**src/rtl/float_to_fixed.sv**
```systemverilog
// float_to_fixed: float {sign,exp,mantissa} -> saturated signed fixed point; 4-cycle latency, 1/cycle, no backpressure.
// Build option FLOAT2FIX_ROUND_EN: round-to-nearest-even; undefined: truncate toward zero.
module float_to_fixed #(
  parameter int ExpWidth      = 8,
  parameter int MantissaWidth = 23,
  parameter int Float_L       = 1 + ExpWidth + MantissaWidth,
  parameter int IntWidth      = 32,
  parameter int FracBits      = 0
) (
  input  logic                CLK,
  input  logic                rst_n,
  input  logic                en,
  input  logic [Float_L-1:0]  Float_A,
  output logic [IntWidth-1:0] Int_C,
  output logic                ovf,
  output logic                inexact,
  output logic                rdy
);

  localparam int Bias = 2**(ExpWidth-1) - 1;
  localparam int SW   = ExpWidth + 2;
  localparam int SigW = MantissaWidth + 1;
  localparam int MagW = IntWidth + 1;
  localparam int RW   = 2*MantissaWidth + 3;

  localparam logic [MagW-1:0]     PosMax = {2'b00, {(IntWidth-1){1'b1}}};
  localparam logic [MagW-1:0]     NegMax = {2'b01, {(IntWidth-1){1'b0}}};
  localparam logic [IntWidth-1:0] SatPos = {1'b0, {(IntWidth-1){1'b1}}};
  localparam logic [IntWidth-1:0] SatNeg = {1'b1, {(IntWidth-1){1'b0}}};

  typedef struct packed {
    logic            sign;
    logic            nan;
    logic            inf;
    logic            flush;
    logic            pre_ovf;
    logic [SW-1:0]   shift;
    logic [SigW-1:0] sig;
  } cls_t;

  typedef struct packed {
    logic            sign;
    logic            nan;
    logic            inf;
    logic            flush;
    logic            pre_ovf;
    logic [MagW-1:0] mag;
    logic            g;
    logic            s;
  } aln_t;

  typedef struct packed {
    logic                sign;
    logic                nan;
    logic                inf;
    logic                ovf;
    logic                inexact;
    logic [IntWidth-1:0] mag;
  } rnd_t;

  logic                s1_vld, s2_vld, s3_vld, s4_vld;
  logic [Float_L-1:0]  a_dat;
  cls_t                cls_dat, cls_d;
  aln_t                aln_dat, aln_d;
  rnd_t                rnd_dat, rnd_d;

  logic                     a_sign;
  logic [ExpWidth-1:0]      a_exp;
  logic [MantissaWidth-1:0] a_man;
  int                       e_unb;

  assign {a_sign, a_exp, a_man} = a_dat;

  // Stage 1: classify. Zero, denormal and NaN/Inf leave sig/shift at 0 so later stages yield mag=0.
  always_comb begin
    cls_d      = '0;
    e_unb      = int'(a_exp) - Bias;
    cls_d.sign = a_sign;
    if (a_exp == '1) begin
      cls_d.nan = (a_man != '0);
      cls_d.inf = (a_man == '0);
    end else if (a_exp == '0) begin
      cls_d.flush = (a_man != '0);
    end else begin
      cls_d.sig     = {1'b1, a_man};
      cls_d.shift   = SW'(e_unb - MantissaWidth + FracBits);
      cls_d.pre_ovf = (e_unb + FracBits >= IntWidth);
    end
  end

  logic [SW-1:0] rsh;
  logic [RW-1:0] rwide;

  // Stage 2: align. Right shifts keep the integer part, guard bit and sticky OR.
  always_comb begin
    aln_d         = '0;
    aln_d.sign    = cls_dat.sign;
    aln_d.nan     = cls_dat.nan;
    aln_d.inf     = cls_dat.inf;
    aln_d.flush   = cls_dat.flush;
    aln_d.pre_ovf = cls_dat.pre_ovf;
    rsh           = -cls_dat.shift;
    rwide         = '0;
    if (!cls_dat.shift[SW-1]) begin
      if (!cls_dat.pre_ovf)
        aln_d.mag = MagW'(cls_dat.sig) << cls_dat.shift;
    end else if (rsh >= SW'(MantissaWidth + 2)) begin
      aln_d.s = 1'b1;
    end else begin
      rwide     = {cls_dat.sig, {(MantissaWidth+2){1'b0}}} >> rsh;
      aln_d.mag = MagW'(rwide[RW-1:MantissaWidth+2]);
      aln_d.g   = rwide[MantissaWidth+1];
      aln_d.s   = |rwide[MantissaWidth:0];
    end
  end

  logic [MagW-1:0] mag_r;

  // Stage 3: round (or pass through) and range-check against the signed limits.
  always_comb begin
`ifdef FLOAT2FIX_ROUND_EN
    mag_r = aln_dat.mag + MagW'(aln_dat.g & (aln_dat.s | aln_dat.mag[0]));
`else
    mag_r = aln_dat.mag;
`endif
    rnd_d         = '0;
    rnd_d.sign    = aln_dat.sign;
    rnd_d.nan     = aln_dat.nan;
    rnd_d.inf     = aln_dat.inf;
    rnd_d.inexact = aln_dat.g | aln_dat.s | aln_dat.flush;
    rnd_d.ovf     = aln_dat.pre_ovf |
                    (aln_dat.sign ? (mag_r > NegMax) : (mag_r > PosMax));
    rnd_d.mag     = mag_r[IntWidth-1:0];
  end

  logic [IntWidth-1:0] res_d;
  logic                ovf_d, inx_d;

  // Stage 4: apply sign, then NaN/Inf/overflow override the value and flags.
  always_comb begin
    res_d = rnd_dat.sign ? -rnd_dat.mag : rnd_dat.mag;
    ovf_d = 1'b0;
    inx_d = rnd_dat.inexact;
    if (rnd_dat.nan) begin
      res_d = '0;
      ovf_d = 1'b1;
      inx_d = 1'b0;
    end else if (rnd_dat.inf | rnd_dat.ovf) begin
      res_d = rnd_dat.sign ? SatNeg : SatPos;
      ovf_d = 1'b1;
      inx_d = 1'b0;
    end
  end

  always_ff @(posedge CLK or negedge rst_n) begin
    if (!rst_n) begin
      s1_vld  <= 1'b0;
      s2_vld  <= 1'b0;
      s3_vld  <= 1'b0;
      s4_vld  <= 1'b0;
      rdy     <= 1'b0;
      a_dat   <= '0;
      cls_dat <= '0;
      aln_dat <= '0;
      rnd_dat <= '0;
      Int_C   <= '0;
      ovf     <= 1'b0;
      inexact <= 1'b0;
    end else begin
      s1_vld <= en;
      s2_vld <= s1_vld;
      s3_vld <= s2_vld;
      s4_vld <= s3_vld;
      rdy    <= s4_vld;
      if (en)     a_dat   <= Float_A;
      if (s1_vld) cls_dat <= cls_d;
      if (s2_vld) aln_dat <= aln_d;
      if (s3_vld) rnd_dat <= rnd_d;
      // Result registers hold the last conversion between rdy pulses.
      if (s4_vld) begin
        Int_C   <= res_d;
        ovf     <= ovf_d;
        inexact <= inx_d;
      end
    end
  end

endmodule
```
**config.mk**
```make
export PLATFORM = sky130hd
export DESIGN_NAME = float_to_fixed
export DESIGN_NICKNAME = d
export VERILOG_FILES = /design/src/rtl/float_to_fixed.sv
export SDC_FILE = /design/constraint.sdc
export NUM_CORES = 1
export LEC_CHECK = 0
export ABC_AREA = 1
export CORE_MARGIN = 2
export CORE_UTILIZATION = 40
export DETAILED_ROUTE_END_ITERATION = 10
export PLACE_DENSITY = 0.64
export SLEW_MARGIN = 20
export SYNTH_ARGS = -nofsm -noshare
export SYNTH_HDL_FRONTEND = slang
export SYNTH_SLANG_ARGS = --single-unit
```
**constraint.sdc**
```tcl
create_clock -name CLK -period 8.65 [get_ports CLK]
set_input_delay 1.73 -clock CLK [delete_from_list [all_inputs] [get_ports CLK]]
set_output_delay 1.73 -clock CLK [all_outputs]
set_load 0.02 [all_outputs]
```
## Word-level counts from Yosys, hierarchy flattened

Cells that the tools add are included.

| word-level totals | value |
|---|---|
| register bits after elaboration | 187 |
| output and inout bits | 35 |

| operators by class | value |
|---|---|
| $add $sub $neg | 4 |
| order comparisons | 4 |
| equality and inequality tests | 1 |
| shift operators | 2 |
| muxes and demuxes | 18 |
| bitwise operators | 4 |
| reduce and logical (&&, ||, !) cells | 4 |

Operator list:

| kind | number |
|---|---|
| 2-to-1 mux 32 bit | 4 |
| 2-to-1 mux 33 bit | 2 |
| >> shifter 49 x 10 -> 49 bit | 1 |
| 2-to-1 mux 36 bit | 1 |
| 2-to-1 mux 35 bit | 1 |
| > comparator 33 x 31 -> 1 bit (second input constant) | 1 |
| > comparator 33 x 32 -> 1 bit (second input constant) | 1 |
| << shifter 24 x 10 -> 33 bit | 1 |
| negator 32 bit | 1 |
| 2-to-1 mux 25 bit | 1 |
| OR reduction 24 bit | 1 |
| zero test 23 bit | 1 |
| nonzero test 23 bit | 1 |
| greater-or-equal comparator 10 x 5 -> 1 bit (second input constant) | 1 |
| negator 10 bit | 1 |
| subtractor 9 x 6 -> 10 bit (second input constant) | 1 |
| greater-or-equal comparator 9 x 7 -> 1 bit (second input constant) | 1 |
| subtractor 8 x 7 -> 9 bit (second input constant) | 1 |
| == test 8 bit (second input constant) | 1 |
| zero test 8 bit | 1 |
| 2-to-1 mux 1 bit | 7 |
| 2-to-1 mux 2 bit | 2 |
| bitwise OR 1 bit | 4 |

## Logic depth before layout (Yosys ltp)

Gate-level depths: netlist of run 1.

| depth | value |
|---|---|
| depth after elaboration | 5 |
| depth in mapped cells | 25 |

## Worst setup path after synthesis of run 1

No wires, ideal clock.

| timing | value |
|---|---|
| kind | flip-flop to flip-flop |
| from | register cls_dat[24] (netlist name) |
| to | register aln_dat[0] (netlist name) |
| setup time | 0.116 ns |
| arrival | 2.792 ns |
| required time | 8.534 ns |
| path slack | 5.742 ns |
| cell stages (with the launch flop) | 25 |
| period minus slack after synthesis | 2.908 ns |
| cell sequence | dfrtp_1 -> inv_2 -> buf_2 -> buf_1 -> ha_1 -> nand2_1 -> o21ai_0 -> nand2_1 -> nand2_2 -> nor2_8 -> buf_6 -> nand3_1 -> nand3_1 -> nand2_1 -> nand2_1 -> nand2_1 -> nand2_1 -> nand2_1 -> nand2_1 -> nor2_1 -> nand3_1 -> nand3_1 -> nand3_1 -> nand2_1 -> nand2_1 |

| on the way | value |
|---|---|
| longest elaborated chain between the ends | 5 |
| elaborated cells between the ends (all ways) | 6 |
| those cells by class | add/sub: 1; order compare: 1; shift: 1; mux: 2; reduce/logical: 1 |

RTL lines:

| what | line | source |
|---|---|---|
| start: declaration | 63 | `cls_t cls_dat, cls_d;` |
| start signal: assignment | 176 | `if (s1_vld) cls_dat <= cls_d;` |
| negator 10 bit (*) | 102 | `rsh = -cls_dat.shift;` |
| >> shifter 49 x 10 -> 49 bit | 110 | `rwide = {cls_dat.sig, {(MantissaWidth+2){1'b0}}} >> rsh;` |
| OR reduction 24 bit | 113 | `aln_d.s = \|rwide[MantissaWidth:0];` |
| 2-to-1 mux 1 bit (*) | 107 | `end else if (rsh >= SW'(MantissaWidth + 2)) begin` |
| 2-to-1 mux 2 bit (*) | 104 | `if (!cls_dat.shift[SW-1]) begin` |
| end signal: assignment | 177 | `if (s2_vld) aln_dat <= aln_d;` |
| end: declaration | 64 | `aln_t aln_dat, aln_d;` |

Every way passes the cells marked *; elsewhere a longest branch is shown, timed or not.
A chain may end at the register's enable or synchronous reset.

## Worst setup path after layout of run 1

| timing | value |
|---|---|
| from | register cls_dat[25] (netlist name) |
| to | register aln_dat[0] (netlist name) |

The elaborated chain is that of the path after synthesis.

==> results_dict.tcl, run 1 <==
set metrics [dict create \
    async_reset_ff_share_pct 100 \
    crit_slowest_cell "ha_1" \
    rr_endpoint "aln_dat[0]" \
    hold_viol 0 \
    ys_seq_elements 187 \
    final_common_cell "nand2_1" \
    post_cts_buffers 0 \
    cts_tree "built" \
    grt_usage_pct 22.0 \
    place.gp.congestion 0.950 \
    ys_seq_area_share_pct 40.5 \
    initial_core_util_pct 40.5 \
    reg2reg_slack_ns 4.40 \
    dieWidth_um 174 \
    worstPathArrival_ns 4.62 \
    grt_start_max_net_pins 113 \
    cts_resized 0 \
    area_growth_pct 12.6 \
    drt_iter0_drc 926 \
    drt_first_pass_iters 7 \
    synth_nets 1686 \
    crit_fanout 29 \
    p_leak_uw 0.00599 \
    grt_pass1_vias 10077 \
    clock-sinks 187 \
    grt_pass1_wl_mm 53.7 \
    end_kind "flip-flop" \
    max_freq_mhz 235 \
    synthesis.area_mm2 0.0116 \
    finalSetupViolCount 0 \
    diodes 0 \
    cp.depth 14 \
    fp-row-count 62 \
    period_share_pct 49.1 \
    max_cap_violations 0 \
    clock_latency_ns 0.44 \
    fin_skew_ns 0.0143 \
    crit_required_ns 9.03 \
    finish.utilization_pct 45.6 \
    port_buffers 69 \
    final_cell_mix "434 x nand2_1, 205 x o21ai_0, 194 x nand3_1, 187 x dfrtp_1, 138 x inv_1" \
    synth-main-ff-cell "dfrtp_1" \
    h-tree-depth 4 \
    die_y_um 174 \
    avgSynthCellArea_um2 7.04 \
    holdBufCountCts 0 \
    clock_path_buffers 2 \
    hold-path-cell-count 0 \
    worst_path_most_repeated_cell "nand3_1" \
    period_needed_ns 4.25 \
    synth_edf_count 0 \
    die_area_mm2 0.0303 \
    antenna_found_initial 0 \
    finalNetCount 1691 \
    rr_startpoint "cls_dat[25]" \
    avgViaCountPerCell 5.31 \
    slew-limit-headroom_pct 37.5 \
    gr-total-overflow 0 \
    max_stage_delay_ns 0.93 \
    vias 10858 \
    hold_path_class "flip-flop to flip-flop" \
    status "complete, no violations" \
    vdd_drop_max_v 0.000140 \
    slew_violations 0 \
    cp-startpoint "cls_dat[25]" \
    critPathKind "flip-flop to flip-flop" \
    core_area_mm2 0.0285 \
    io_pins 70 \
    ys_types 47 \
    crit_family "simple AND/OR/NAND/NOR gates" \
    cts-buffers-inserted 17 \
    netlist_instances 1643 \
    yosysWarnings 0 \
    r2r.worst_path.cells 14 \
    drcViolationCount 0 \
    root_buffer "clkbuf_16" \
    holdCritStartpoint "s4_vld" \
    rsz0062_at_grt "false" \
    path_cells "inv_2, ha_1, clkinv_1, nand3_1, nand3_1, nand3_1, nand2_1, nand2_1, nor2_1, nand3_1, nand3_1, nand3_1, nand2_1, nand2_1" \
    wl_per_cell_um 16.2 \
    dpl.hpwl_mm 25.1 \
    drive_gt1_share_pct 4.58 \
    clk_pin_slew_ns 0.08 \
    start_kind "flip-flop" \
    worst-path-buf-inv 2 \
    pwr_density_cell_mw_per_mm2 233 \
    worst_pin_slew_ns 0.938 \
    min_to "rdy" \
    finalPower_uw 3030 \
    finalWirelength_mm 33.0 \
    finalSetupTns_ns 0 \
    ant_nets 0 \
]
worst register-to-register path, cell delays in order, from the launching register on:
cell and delay, ns:
dfrtp_1 0.73, inv_2 0.38, ha_1 0.93, clkinv_1 0.85
nand3_1 0.41, nand3_1 0.13, nand3_1 0.13, nand2_1 0.13
nand2_1 0.09, nor2_1 0.04, nand3_1 0.09, nand3_1 0.09
nand3_1 0.07, nand2_1 0.05, nand2_1 0.05
cell usage after synthesis (4+ instances only):
cell,instances,area [µm²]
clkbuf_1,64,240
buf_2,12,60.1
nand4_1,17,106
o211ai_1,4,30.0
xor2_1,9,78.8
or2_2,6,37.5
nand2_1,434,1630
nand3_1,194,971
o21ai_0,205,1030
a21oi_1,42,210
dfrtp_1,187,4680
o22a_1,4,35.0
clkinv_1,5,18.8
o22ai_1,32,200
inv_2,4,15.0
o21a_1,5,37.5
nor3_1,18,90.1
inv_1,138,518
nor3_2,4,40.0
ha_1,8,100
nor2_1,124,465
buf_6,4,45.0
a22o_1,13,114
o21ai_1,9,45.0
mux2i_1,15,150
a31oi_1,20,125
buf_1,14,52.6
o31ai_1,5,37.5
nor4_1,16,100
through the flow:
stage | hold slack, ns | instances | setup slack [ns] | cell area, µm²
floorplan | 0.352 | 1643 | 5.74 | 11600
global placement | 0.399 | 2012 | 4.53 | 12400
detailed placement | 0.398 | 2012 | 4.52 | 12400
CTS | 0.416 | 2044 | 4.51 | 13000
global route | 0.437 | 2045 | 4.07 | 13000
finish | 0.416 | 2045 | 4.40 | 13000
metal layers:
metal	vias to the layer above	global-route usage [%]	share of wire, %
li1	5517	-	-
met1	5014	30.3	47
met2	281	35.7	46
met3	46	2.67	4.2
met4	0	7.95	3.1
met5	-	0	0
state kept, by name (all words and copies together), names as in the netlist:
register,cells
inexact,1
aln_dat,7
mag_r,33
s3_vld,1
cls_dat,34
aln_d,5
s1_vld,1
s4_vld,1
Int_C,32
ovf,1
s2_vld,1
rdy,1
rnd_dat,37
a_dat,32
final cells by class:
cell class	count	area [µm²]
flip-flops and latches	187	4680
well taps	384	480
clock buffers	18	429
clock inverters	14	153
fillers	3051	15500
multi-input cells	1214	5930
repair buffers	81	797
inverters	147	552
kinds of logic after synthesis:
kind of cell	count (synthesis)	synth area share [%]
DFF	187	40.5
AOI/OAI and AO/OA	349	16.8
xor gates and xnor gates	12	0.974
and+or+nand+nor	830	31.3
buffers and inverters	242	8.28
muxes	15	1.30
adders and majority gates	8	0.866
worst max path at each step:
stage,endpoint,slack (ns)
global placement,aln_dat[0],4.53
detailed placement,aln_dat[0],4.52
finish,aln_dat[0],4.40
CTS,aln_dat[0],4.51
global route,aln_dat[0],4.07
floorplan,aln_dat[0],5.74
report_power, final:
part / switching (µW) / total, µW / leakage [µW] / internal (µW)
Combinational: 790 / 1170 / 0.00338 / 385
Clock: 379 / 764 / 0.000274 / 385
Sequential: 113 / 1100 / 0.00233 / 982
No activity file was read; power rests on OpenSTA's default activity.
==> run 2, diff against run 1 <==
--- a/config.mk
+++ b/config.mk
@@ -9,7 +9,7 @@
 export CORE_MARGIN = 2
 export CORE_UTILIZATION = 40
 export DETAILED_ROUTE_END_ITERATION = 10
-export PLACE_DENSITY = 0.64
+export PLACE_DENSITY = 0.67
 export SLEW_MARGIN = 20
 export SYNTH_ARGS = -nofsm -noshare
 export SYNTH_HDL_FRONTEND = slang
==> constraint.sdc (replaced) <==
create_clock -name CLK -period 3.7 [get_ports CLK]
set_input_delay 0.74 -clock CLK [delete_from_list [all_inputs] [get_ports CLK]]
set_output_delay 0.74 -clock CLK [all_outputs]
set_load 0.02 [all_outputs]
==> results_dict.tcl, run 2 (synthesis gave the netlist of run 1 again) <==
set metrics [dict create \
    h-tree-depth 4 \
    p_leak_uw 0.00609 \
    grt_pass1_vias 10312 \
    crit_required_ns 4.03 \
    diodes 0 \
    worst_pin_slew_ns 0.895 \
    clk_pin_slew_ns 0.08 \
    share_comb_of_total_power_pct 39.3 \
    antenna_found_initial 0 \
    hold_viol 0 \
    p_sw_share_pct 42.6 \
    period_needed_ns 3.27 \
    status "complete, no violations" \
    fin_skew_ns 0.0138 \
    finalNetCount 1708 \
    hold_path_class "input port to async pin" \
    pwr_density_cell_mw_per_mm2 551 \
    rsz0062_at_grt "false" \
    largest_register "rnd_dat" \
    drcViolationCount 0 \
    stdcell_count 2062 \
    period_share_pct 88.4 \
    finalWirelength_mm 33.0 \
    avgViaCountPerCell 5.36 \
    cts_tree "built" \
    final_common_cell "nand2_1" \
    critPathKind "flip-flop to flip-flop" \
    clock_latency_ns 0.44 \
    power.switching_uw 3100 \
    max_freq_mhz 306 \
    initial_core_util_pct 40.5 \
    dp_cells 2030 \
    cts_resized 0 \
    dpl.hpwl_mm 25.0 \
    gr-total-overflow 0 \
    die_area_mm2 0.0303 \
    final_cell_mix "434 x nand2_1, 205 x o21ai_0, 194 x nand3_1, 187 x dfrtp_1, 138 x inv_1" \
    ant_nets 0 \
    grt_start_max_net_pins 79 \
    crit_fanout 22 \
    finalSetupTns_ns 0 \
    end_kind "flip-flop" \
    grt_util_met2_pct 36.1 \
    drt_first_pass_iters 5 \
    clock-sinks 187 \
    vdd_drop_max_v 0.000282 \
    seqPwrFrac_pct 34.8 \
    place.gp.congestion 0.988 \
    post_cts_buffers 0 \
    max_cap_violations 0 \
    area_growth_pct 13.9 \
    busiest_layer "met2" \
    drt_iter0_drc 957 \
    pwr-share-clk_pct 26.0 \
    slew_violations 0 \
    slew-limit-headroom_pct 40.3 \
    internal-power_uw 4170 \
    port_buffers 69 \
    core_area_mm2 0.0285 \
    io_pins 70 \
    start_kind "flip-flop" \
    die_y_um 174 \
    holdBufCountCts 0 \
    finalSetupViolCount 0 \
    met1_usage_pct 29.7 \
    vias 11052 \
    cts-buffers-inserted 17 \
    root_buffer "clkbuf_16" \
    wl_per_cell_um 16.0 \
    dieWidth_um 174 \
    grtUsageMet3_pct 2.97 \
    worstPathArrival_ns 3.60 \
    largest_register_ffs 37 \
    drive_gt1_share_pct 5.60 \
    fp-row-count 62 \
    grt_usage_pct 21.9 \
    clock_path_buffers 2 \
    grt_pass1_wl_mm 53.8 \
]
==> run 2: final timing paths <==
path / cells after the start / start / slack, ns / endpoint
setup / recovery: 15 / cls_dat[33] / 0.43 / mag_r[21]
hold / removal: 1 / rst_n / 0.29 / s4_vld
setup reg to reg: 15 / cls_dat[33] / 0.43 / mag_r[21]
hold reg to reg: 0 / s4_vld / 0.43 / rdy
max in group asynchronous: 2 / rst_n / 2.54 / mag_r[22]
min in group CLK: 0 / s4_vld / 0.43 / rdy
==> run 2: power groups by stage <==
stage	registers [µW]	clock network (µW)	logic, µW
CTS	2520	1920	2820
detailed placement	2560	0	2810
global placement	2560	0	2810
global route	2560	2010	3170
floorplan	2600	0	1890
finish	2530	1880	2850
==> run 2: critical path: stages (launching register included) <==
cell and delay [ns]:
dfrtp_1 0.62, inv_1 0.19, nand2_1 0.55, inv_1 0.19, nand2_1 0.12, nand2_1 0.05, o21ai_0 0.13, nand2_1 0.07
o21ai_0 0.13, nor2_1 0.07, a31oi_1 0.30, or2_2 0.20, nand2_1 0.05, o221ai_1 0.10, o21ai_0 0.18, o22a_1 0.21
==> run 2: metal layers <==
| layer | part of all wire, % | wire [µm] |
|---|---|---|
| met1 | 46 | 15200 |
| met4 | 2.8 | 924 |
| met3 | 4.8 | 1600 |
| met2 | 46 | 15300 |
| met5 | 0 | 0 |
==> run 2: area by class of cell <==
| cell class | count | area, µm² |
|---|---|---|
| Fill cell | 2981 | 15400 |
| Multi-Input combinational cell | 1214 | 5930 |
| Sequential cell | 187 | 4680 |
| Timing Repair Buffer | 98 | 917 |
| Inverter | 147 | 552 |
| Tap cell | 384 | 480 |
| Clock buffer | 17 | 425 |
| Clock inverter | 15 | 190 |
==> run 2: through the flow <==
| stage | worst slack (ns) | hold WS [ns] | instance area (µm²) | utilization, % | total power [µW] |
|---|---|---|---|---|---|
| 2_1_floorplan | 0.792 | 0.352 | 11600 | - | 4480 |
| 3_3_place_gp | 0.580 | 0.402 | 12600 | 44.0 | 5360 |
| 3_5_place_dp | 0.577 | 0.409 | 12600 | 44.0 | 5380 |
| 4_1_cts | 0.538 | 0.330 | 13200 | 46.1 | 7270 |
| 5_1_grt | 0.185 | 0.353 | 13200 | 46.1 | 7740 |
| 6_report | 0.428 | 0.287 | 13200 | 46.1 | 7260 |
==> run 3, diff against run 2 <==
--- a/config.mk
+++ b/config.mk
@@ -8,6 +8,7 @@
 export ABC_AREA = 1
 export CORE_MARGIN = 2
 export CORE_UTILIZATION = 40
+export CTS_CLUSTER_DIAMETER = 200
 export DETAILED_ROUTE_END_ITERATION = 10
 export PLACE_DENSITY = 0.67
 export SLEW_MARGIN = 20
==> results of run 3 <==
Final layout, timing and power as in run 2 (identical DEF).
